File: src/rtl/dock_io_pkg.sv
`default_nettype none
// ============================================================================
// dock_io_pkg : shared types and constants for the Dock I/O cycle controller
// Rev 1.0
// ============================================================================
package dock_io_pkg;

    typedef enum logic [1:0] {
        ST_IDLE   = 2'd0,
        ST_SETUP  = 2'd1,
        ST_ACTIVE = 2'd2,
        ST_HOLD   = 2'd3
    } io_state_t;

    localparam logic [7:0] OP_ANY   = 8'hFF;
    localparam logic [7:0] OP_READ  = 8'h01;
    localparam logic [7:0] OP_WRITE = 8'h00;

    localparam int SLOT_W = 3;

endpackage
`default_nettype wire

File: src/rtl/iorq_sync.sv
`default_nettype none
// ============================================================================
// iorq_sync : reset-to-0 /IORQ synchronizer with falling-edge detect
// Rev 1.0
// ============================================================================
module iorq_sync #(
    parameter int SYNC_STAGES = 2
) (
    input  logic clk,
    input  logic rst,
    input  logic iorq_n_i,
    output logic iorq_s_o,
    output logic fall_o
);

    logic [SYNC_STAGES-1:0] sync_q;
    logic                   prev_q;

    // Resetting to 0 means a /IORQ held low through reset never looks like a fall.
    always_ff @(posedge clk) begin
        if (rst) begin
            sync_q <= '0;
            prev_q <= 1'b0;
        end else begin
            sync_q <= {sync_q[SYNC_STAGES-2:0], iorq_n_i};
            prev_q <= sync_q[SYNC_STAGES-1];
        end
    end

    assign iorq_s_o = sync_q[SYNC_STAGES-1];
    assign fall_o   = prev_q & ~sync_q[SYNC_STAGES-1];

endmodule
`default_nettype wire

File: src/rtl/io_cycle_ctrl.sv
`default_nettype none
// ============================================================================
// io_cycle_ctrl : sequences one Dock I/O cycle per /IORQ assertion
// Rev 1.0
// ============================================================================
module io_cycle_ctrl
    import dock_io_pkg::*;
#(
    parameter int NUM_SLOTS   = 5,
    parameter int WIN_INDEX_W = 4,
    parameter int SYNC_STAGES = 2,
    parameter int SETUP_CYC   = 1,
    parameter int TIMEOUT_CYC = 64
) (
    input  logic                   clk,
    input  logic                   rst,
    input  logic                   iorq_n,
    input  logic                   win_valid,
    input  logic [WIN_INDEX_W-1:0] win_index,
    input  logic [SLOT_W-1:0]      sel_slot,
    input  logic                   is_read,
    input  logic [NUM_SLOTS-1:0]   slot_ready_n,
    output logic [NUM_SLOTS-1:0]   slot_cs_n,
    output logic                   io_rd_n,
    output logic                   io_wr_n,
    output logic                   cpu_wait,
    output logic [WIN_INDEX_W-1:0] cur_win,
    output logic                   busy,
    output logic                   cycle_done,
    output logic                   unclaimed,
    output logic                   bus_err,
    output logic                   abort
);

    localparam int SU_W    = (SETUP_CYC > 1)   ? $clog2(SETUP_CYC)   : 1;
    localparam int TO_W    = (TIMEOUT_CYC > 1) ? $clog2(TIMEOUT_CYC) : 1;
    localparam int SLOT_CW = SLOT_W + 1;

    localparam logic [SU_W-1:0]    SU_LOAD  = SU_W'((SETUP_CYC > 0) ? SETUP_CYC - 1 : 0);
    localparam logic [TO_W-1:0]    TO_LAST  = TO_W'((TIMEOUT_CYC > 0) ? TIMEOUT_CYC - 1 : 0);
    localparam logic [SLOT_CW-1:0] NS_LIMIT = SLOT_CW'(NUM_SLOTS);

    logic iorq_s;
    logic start;

    iorq_sync #(
        .SYNC_STAGES (SYNC_STAGES)
    ) u_sync (
        .clk      (clk),
        .rst      (rst),
        .iorq_n_i (iorq_n),
        .iorq_s_o (iorq_s),
        .fall_o   (start)
    );

    io_state_t              state_q, state_d;
    logic [SLOT_W-1:0]      slot_q, slot_d;
    logic                   rd_q, rd_d;
    logic                   done_ok_q, done_ok_d;
    logic [SU_W-1:0]        su_cnt_q, su_cnt_d;
    logic [TO_W-1:0]        to_cnt_q, to_cnt_d;
    logic [NUM_SLOTS-1:0]   cs_n_q, cs_n_d;
    logic                   rd_n_q, rd_n_d;
    logic                   wr_n_q, wr_n_d;
    logic                   wait_q, wait_d;
    logic [WIN_INDEX_W-1:0] win_q, win_d;
    logic                   busy_q, busy_d;
    logic                   done_q, done_d;
    logic                   unc_q, unc_d;
    logic                   berr_q, berr_d;
    logic                   abort_q, abort_d;

    logic                   claim;
    logic                   go_active;
    logic                   release_all;
    logic [SLOT_W-1:0]      act_slot;
    logic                   act_rd;

    assign claim = win_valid && ({1'b0, sel_slot} < NS_LIMIT);

    // With zero setup the strobes come straight from the live decode inputs.
    assign act_slot = (state_q == ST_IDLE) ? sel_slot : slot_q;
    assign act_rd   = (state_q == ST_IDLE) ? is_read  : rd_q;

    always_comb begin
        state_d     = state_q;
        slot_d      = slot_q;
        rd_d        = rd_q;
        done_ok_d   = done_ok_q;
        su_cnt_d    = su_cnt_q;
        to_cnt_d    = to_cnt_q;
        cs_n_d      = cs_n_q;
        rd_n_d      = rd_n_q;
        wr_n_d      = wr_n_q;
        wait_d      = wait_q;
        win_d       = win_q;
        done_d      = 1'b0;
        unc_d       = 1'b0;
        berr_d      = 1'b0;
        abort_d     = 1'b0;
        go_active   = 1'b0;
        release_all = 1'b0;

        case (state_q)
            ST_IDLE: begin
                if (start) begin
                    done_ok_d = 1'b0;
                    if (claim) begin
                        slot_d = sel_slot;
                        rd_d   = is_read;
                        win_d  = win_index;
                        wait_d = 1'b1;
                        if (SETUP_CYC == 0) begin
                            go_active = 1'b1;
                        end else begin
                            state_d  = ST_SETUP;
                            su_cnt_d = SU_LOAD;
                        end
                    end else begin
                        unc_d   = 1'b1;
                        state_d = ST_HOLD;
                    end
                end
            end
            ST_SETUP: begin
                if (iorq_s) begin
                    release_all = 1'b1;
                    abort_d     = 1'b1;
                end else if (su_cnt_q == '0) begin
                    go_active = 1'b1;
                end else begin
                    su_cnt_d = su_cnt_q - SU_W'(1);
                end
            end
            ST_ACTIVE: begin
                if (iorq_s) begin
                    release_all = 1'b1;
                    abort_d     = 1'b1;
                end else if (!slot_ready_n[slot_q]) begin
                    wait_d    = 1'b0;
                    done_ok_d = 1'b1;
                    state_d   = ST_HOLD;
                end else if ((TIMEOUT_CYC != 0) && (to_cnt_q == TO_LAST)) begin
                    wait_d    = 1'b0;
                    berr_d    = 1'b1;
                    done_ok_d = 1'b1;
                    state_d   = ST_HOLD;
                end else if (TIMEOUT_CYC != 0) begin
                    to_cnt_d = to_cnt_q + TO_W'(1);
                end
            end
            ST_HOLD: begin
                if (iorq_s) begin
                    release_all = 1'b1;
                    done_d      = done_ok_q;
                end
            end
            default: begin
                release_all = 1'b1;
            end
        endcase

        if (go_active) begin
            state_d  = ST_ACTIVE;
            to_cnt_d = '0;
            cs_n_d   = ~(NUM_SLOTS'(1) << act_slot);
            rd_n_d   = ~act_rd;
            wr_n_d   = act_rd;
        end

        if (release_all) begin
            state_d = ST_IDLE;
            cs_n_d  = '1;
            rd_n_d  = 1'b1;
            wr_n_d  = 1'b1;
            wait_d  = 1'b0;
        end

        busy_d = (state_d != ST_IDLE);
    end

    always_ff @(posedge clk) begin
        if (rst) begin
            state_q   <= ST_IDLE;
            slot_q    <= '0;
            rd_q      <= 1'b0;
            done_ok_q <= 1'b0;
            su_cnt_q  <= '0;
            to_cnt_q  <= '0;
            cs_n_q    <= '1;
            rd_n_q    <= 1'b1;
            wr_n_q    <= 1'b1;
            wait_q    <= 1'b0;
            win_q     <= '0;
            busy_q    <= 1'b0;
            done_q    <= 1'b0;
            unc_q     <= 1'b0;
            berr_q    <= 1'b0;
            abort_q   <= 1'b0;
        end else begin
            state_q   <= state_d;
            slot_q    <= slot_d;
            rd_q      <= rd_d;
            done_ok_q <= done_ok_d;
            su_cnt_q  <= su_cnt_d;
            to_cnt_q  <= to_cnt_d;
            cs_n_q    <= cs_n_d;
            rd_n_q    <= rd_n_d;
            wr_n_q    <= wr_n_d;
            wait_q    <= wait_d;
            win_q     <= win_d;
            busy_q    <= busy_d;
            done_q    <= done_d;
            unc_q     <= unc_d;
            berr_q    <= berr_d;
            abort_q   <= abort_d;
        end
    end

    assign slot_cs_n  = cs_n_q;
    assign io_rd_n    = rd_n_q;
    assign io_wr_n    = wr_n_q;
    assign cpu_wait   = wait_q;
    assign cur_win    = win_q;
    assign busy       = busy_q;
    assign cycle_done = done_q;
    assign unclaimed  = unc_q;
    assign bus_err    = berr_q;
    assign abort      = abort_q;

endmodule
`default_nettype wire
File: config.mk
export PLATFORM = sky130hd
export DESIGN_NAME = io_cycle_ctrl
export DESIGN_NICKNAME = d
export VERILOG_FILES = /design/src/rtl/dock_io_pkg.sv /design/src/rtl/iorq_sync.sv /design/src/rtl/io_cycle_ctrl.sv
export SDC_FILE = /design/constraint.sdc
export NUM_CORES = 1
export LEC_CHECK = 0
export BUFFER_PORTS_ARGS = -buffer_cell sky130_fd_sc_hd__buf_4
export CAP_MARGIN = 10
export CORE_MARGIN = 2
export CORE_UTILIZATION = 35
export DETAILED_ROUTE_END_ITERATION = 10
export HOLD_SLACK_MARGIN = 0.1
export SKIP_LAST_GASP = 1
export SLEW_MARGIN = 30
export SYNTH_ARGS = -nofsm -noshare
export SYNTH_HDL_FRONTEND = slang
export SYNTH_SLANG_ARGS = --single-unit
File: constraint.sdc
create_clock -name clk -period 3.6 [get_ports clk]
set_clock_uncertainty 0.1 [all_clocks]
set_input_delay 0.54 -clock clk [delete_from_list [all_inputs] [get_ports clk]]
set_output_delay 0.54 -clock clk [all_outputs]
set_load 0.02 [all_outputs]
Word-level counts from Yosys, hierarchy flattened
Index checks and enable logic that the tools add are counted.
{"block": "totals", "reg_bits": 34, "inputBits": 17, "out_inout_bits": 17, "word_cells": 96}
{"block": "classes", "n_addsub": 2, "magnitude_cmp": 2, "eq_ne": 9, "shift": 1, "n_mux": 35, "bitwise": 11, "reduce_logical": 18}
{"operator": "$mux W1", "n": 22}
{"operator": "$mux W2", "n": 7}
{"operator": "$reduce_and A4 Y1", "n": 3}
{"operator": "$not A1 Y1", "n": 9}
{"operator": "$reduce_or A3 Y1", "n": 3}
{"operator": "$ne A2 B2 Y1 const B", "n": 4}
{"operator": "$reduce_or A2 Y1", "n": 4}
{"operator": "$add A6 B1 Y6 const B", "n": 1}
{"operator": "$eq A6 B6 Y1 const B", "n": 1}
{"operator": "$pmux W1 S2", "n": 3}
{"operator": "$reduce_bool A2 Y1", "n": 3}
{"operator": "$not A5 Y5", "n": 1}
{"operator": "$reduce_and A5 Y1", "n": 1}
{"operator": "$shl A1 B3 Y5 const A", "n": 1}
{"operator": "$eq A2 B2 Y1 const B", "n": 2}
{"operator": "$lt A3 B4 Y1 const B", "n": 1}
{"operator": "$pmux W2 S2", "n": 1}
{"operator": "$reduce_or A4 Y1", "n": 1}
{"operator": "$bmux W1 S3", "n": 1}
{"operator": "$lt A3 B3 Y1 const B", "n": 1}
{"operator": "$mux W3", "n": 1}
{"operator": "$ne A3 B3 Y1 const B", "n": 1}
{"operator": "$reduce_and A3 Y1", "n": 1}
{"operator": "$eq A2 B1 Y1 const B", "n": 1}
{"operator": "4 further kinds", "n": 4}

Longest topological paths before layout
{"block": "depth", "word_depth": 8, "mapped_depth": 7, "depth_no_buf": 7}

Hierarchy
From an unflattened synthesis, not the netlist that was laid out.
{"block": "hier_totals", "hier_cells": 167, "area_unflattened_um2": 1527.7}
{"mod": "io_cycle_ctrl", "n_inst": 1, "cells_each": 160, "area_per_inst_um2": 1440.1, "seq_area_each_um2": 600.6}
{"mod": "iorq_sync", "n_inst": 1, "cells_each": 7, "area_per_inst_um2": 87.6, "seq_area_each_um2": 60.1}

Worst setup path after synthesis
Ideal clock, no wire load.
{"block": "synth_path", "kind": "reg-to-reg", "startpoint": "register state_q[0]", "endpoint": "register to_cnt_q[5]", "setup_ns": 0.070, "t_arrival_ns": 1.640, "required_ns": 3.430, "setup_slack_ns": 1.790, "stages_incl_launch_ff": 8, "n_path_buf": 0, "synth_period_minus_slack_ns": 1.810, "path_cell_list": "dfxtp_1 > inv_1 > ha_1 > and2b_2 > nand3_1 > or3_1 > or3_1 > a21oi_1"}
{"block": "synth_via", "elab_chain_cells": 3, "elab_cells_between_ends": 5, "cone_classes": "eq/ne (2); mux (1); reduce/logical (2)"}
{"element": "start, declared", "line_no": "io_cycle_ctrl.sv:56", "rtl": "io_state_t state_q, state_d;"}
{"element": "start signal, assigned", "line_no": "io_cycle_ctrl.sv:201", "rtl": "state_q <= state_d;"}
{"element": "$eq A2 B1 Y1", "line_no": "io_cycle_ctrl.sv:104", "rtl": "case (state_q)"}
{"element": "$mux W1", "line_no": "io_cycle_ctrl.sv:104"}
{"element": "$reduce_or A2 Y1 (no source line)"}
{"element": "end signal, assigned", "line_no": "io_cycle_ctrl.sv:206", "rtl": "to_cnt_q <= to_cnt_d;"}
{"element": "end, declared", "line_no": "io_cycle_ctrl.sv:61", "rtl": "logic [TO_W-1:0] to_cnt_q, to_cnt_d;"}
Several ways; a longest one is shown, not always the timed one.
A chain may end at the register's enable or synchronous reset.

Final worst setup path
{"block": "layout_path", "startpoint": "register state_q[0]", "endpoint": "register cs_n_q[0] (netlist: slot_cs_n[0])"}
{"block": "layout_via", "elab_chain_cells": 4, "elab_cells_between_ends": 11, "cone_classes": "eq/ne (3); shift (1); mux (3); bitwise (1); reduce/logical (3)"}
{"element": "$eq A2 B2 Y1 (tied with other cells)", "line_no": "io_cycle_ctrl.sv:104"}
{"element": "$reduce_or A3 Y1 (no source line) / $mux W3 (equally long branches)"}
{"element": "$mux W1 / $shl A1 B3 Y5 (equally long branches)"}
{"element": "$reduce_or A2 Y1 (no source line) / $not A5 Y5 (equally long branches)"}
{"element": "end signal, assigned", "line_no": "io_cycle_ctrl.sv:207", "rtl": "cs_n_q <= cs_n_d;"}
{"element": "end, declared", "line_no": "io_cycle_ctrl.sv:62", "rtl": "logic [NUM_SLOTS-1:0] cs_n_q, cs_n_d;"}
Several ways; a longest one is shown, not always the timed one.

==> flow_summary.toml <==
[global_routing]
track_usage = 0.1462
grt_pass1_vias = 1258
grt_max_degree = 18
antenna_found_initial = 0
overflow = 0
grt_pass1_wl_microns = 5664

[timing]
slew_violations = 0
tns_ps = 0
fin_crit_sh = 0.6506
relSlewSlack = 0.4663
period_needed_ps = 2342
fmax_mhz = 427.0
rsz0062_at_grt = "false"
hold_viol = 0
finalSetupViolations = 0
worst_pin_slew_ps = 796.2

[floorplan]
dieWidth_microns = 69.25
core_sq_um = 4058
die-area_sq_um = 4796
std_cell_rows = 23
start_util = 0.3673
io_pins = 34
die_height_microns = 69.25

[setup_path]
ff2ff_setup_slack_ps = 1260
crit_fanout = 12
cpMostUsedCell = "inv_1"
crit_arrival_ps = 2420
r2r_end = "slot_cs_n[0]"
slowest_delay_ps = 510
worstReg2RegStart = "state_q[0]"
setup.worst_path.end_class = "flop"
required_ps = 3680
path_cells = "inv_1, ha_1, inv_1, a21oi_1, nand2_1, o22a_1"
crit_type = "flop to flop"
crit_slowest_cell = "a21oi_1"
reg2regPathDepth = 6
critPathLaunchType = "flop"

[drt]
wire_per_inst_microns = 13.65
ant_nets = 0
drt_iter0_markers = 64
drc = 0
dr.pass1.iters = 4
drt-total-wl_microns = 3386
viasPerCell = 5.258
vias = 1304

[worst_hold_path]
holdPathStages = 1
hold_start = "u_sync.sync_q[0]"
min_path_type = "flop to flop"
whs_endpoint = "u_sync.sync_q[1]"

[final_layout]
final_cells = 248
fin_util = 0.4573
finish.net_count = 220
drive_gt1_frac = 0.2273
insertedDiodeCount = 0
synthToLayoutAreaGrowth_pct = 24.52

[logic_synthesis]
synth_edf_count = 0
synth_top_cell_area_share = 0.4433
syn-num-nets = 185
ys_seq_elements = 33
yosys.area.top_type = "dfxtp_1"
synth.distinct_cells = 36
ys.flop_type = "dfxtp_1"
synthCells = 163
yosysSeqAreaShare = 0.4433
synthTopCellsByCount = "dfxtp_1, nor2_1, mux2i_1, a21oi_1"
synth_area_leaders = "dfxtp_1, mux2i_1, a21oi_1"
syn_avg_cell_area_sq_um = 9.142
yosysWarnings = 0
yosysMostFrequentCell = "dfxtp_1"
mappedNetlistArea_sq_um = 1490
async_flop_share = 0

[power_and_ir_drop]
ir_worst_vdd_mv = 0.1563
power_density_nw_per_um2 = 503.7
p_leak_nw = 0.8317

[clocking]
cts_tree = "built"
clock-sinks = 33
cts_made_buffers = 5
path_clk_slew_ps = 70
h-tree-depth = 2
cts_setup_buffers = 0
hold_buffers = 0
ctsLongestPathBuffers = 2
cts_root_buffer = "clkbuf_8"
cts_resized = 0
worstSkewPairLatency_ps = 280

[placed_design]
dp_cells = 241
port_buffers = 33
place_hpwl_microns = 2518
gp_congestion = 0.7860

[outcome]
run_status = "finished, final reports clean"

[run]
cap_violations = 0
[per-stage QoR]
step	power (W)	setup WS [ps]	hold slack (ps)	cell area, sq um
after CTS	0.0009424	1291	340.7	1856
after detailed placement	0.0006635	1309	327.4	1769
after floorplan	0.0005886	1790	313.8	1490
final	0.0009346	1258	332.0	1856
after global placement	0.0006566	1394	319.8	1769
after global routing	0.0009888	1046	354.6	1856
[registers in the layout, indices dropped and copies added, names as in the netlist]
register / cells
to_cnt_q: 6
slot_cs_n: 5
cur_win: 4
slot_q: 3
state_q: 2
u_sync.sync_q: 2
abort: 1
bus_err: 1
busy: 1
cpu_wait: 1
cycle_done: 1
done_ok_q: 1
io_rd_n: 1
io_wr_n: 1
rd_q: 1
u_sync.prev_q: 1
unclaimed: 1
[worst max-delay path, delay by kind of cell (launching register included)]
kind / cells / cell delay [ps]
flops: 1 / 350
compound gates: 2 / 760
simple gates: 1 / 260
fa+ha+maj: 1 / 480
buf+inv: 2 / 270
[worst max path at each step]
| stage | startpoint | endpoint | slack, ps | depth (start not counted) |
|---|---|---|---|---|
| 5_1_grt | state_q[0] | slot_cs_n[1] | 1050 | 6 |
| 2_1_floorplan | state_q[0] | to_cnt_q[5] | 1790 | 7 |
| 3_3_place_gp | state_q[0] | slot_cs_n[0] | 1390 | 6 |
| 4_1_cts | state_q[0] | slot_cs_n[0] | 1290 | 6 |
| 3_5_place_dp | state_q[0] | slot_cs_n[0] | 1310 | 6 |
| 6_report | state_q[0] | slot_cs_n[0] | 1260 | 6 |
[cells by family after synthesis]
kind of cell / share of synthesized area
mux: 0.09404
fa+ha+maj: 0.04198
flops: 0.4433
buf+inv: 0.03106
compound gates: 0.1419
simple gates: 0.2477
[cells in the final DEF, fill, tap and decap left out, types with 2 or more instances in the layout]
master,netlist,final
and2_1,2,2
and3_4,2,2
a31oi_1,2,2
nor3_1,4,4
nand2_1,9,9
a21oi_1,13,13
o21ai_0,10,10
nand2b_1,3,3
buf_4,1,33
dfxtp_1,33,33
nor2b_1,5,5
ha_1,5,5
nand3_1,10,10
o21a_1,2,2
a21o_1,2,2
nor2_1,17,17
mux2i_1,14,14
inv_1,4,4
clkbuf_8,0,6
o22a_1,2,2
or3_1,7,7
[routing by layer]
| layer | vias to the layer above | part of all wire | wire [microns] | GRT usage |
|---|---|---|---|---|
| met5 | - | 0 | 0 | 0 |
| met4 | 0 | 0.011 | 36 | 0.06100 |
| met3 | 4 | 0.054 | 182 | 0.05378 |
| met2 | 36 | 0.48 | 1626 | 0.2425 |
| met1 | 615 | 0.46 | 1542 | 0.1694 |
| li1 | 649 | - | - | - |
[layout make-up]
| cell class | count | area [sq um] |
|---|---|---|
| sequential | 33 | 660.6 |
| clock buffer | 7 | 86.33 |
| multi-input combinational | 121 | 783.3 |
| timing repair buffer | 33 | 247.7 |
| tap | 50 | 62.56 |
| inverter | 4 | 15.01 |
| fill | 407 | 2202 |
[power by group]
part	leakage, nW	switching [W]	internal (W)	total (W)
Clock	0.0443	0.000126	0.000151	0.000278
Combinational	0.520	0.000147	0.000102	0.000249
Sequential	0.267	0.0000185	0.000389	0.000408
Total	0.832	0.000292	0.000643	0.000935
Note: power is estimated with default switching activity, not from simulation.
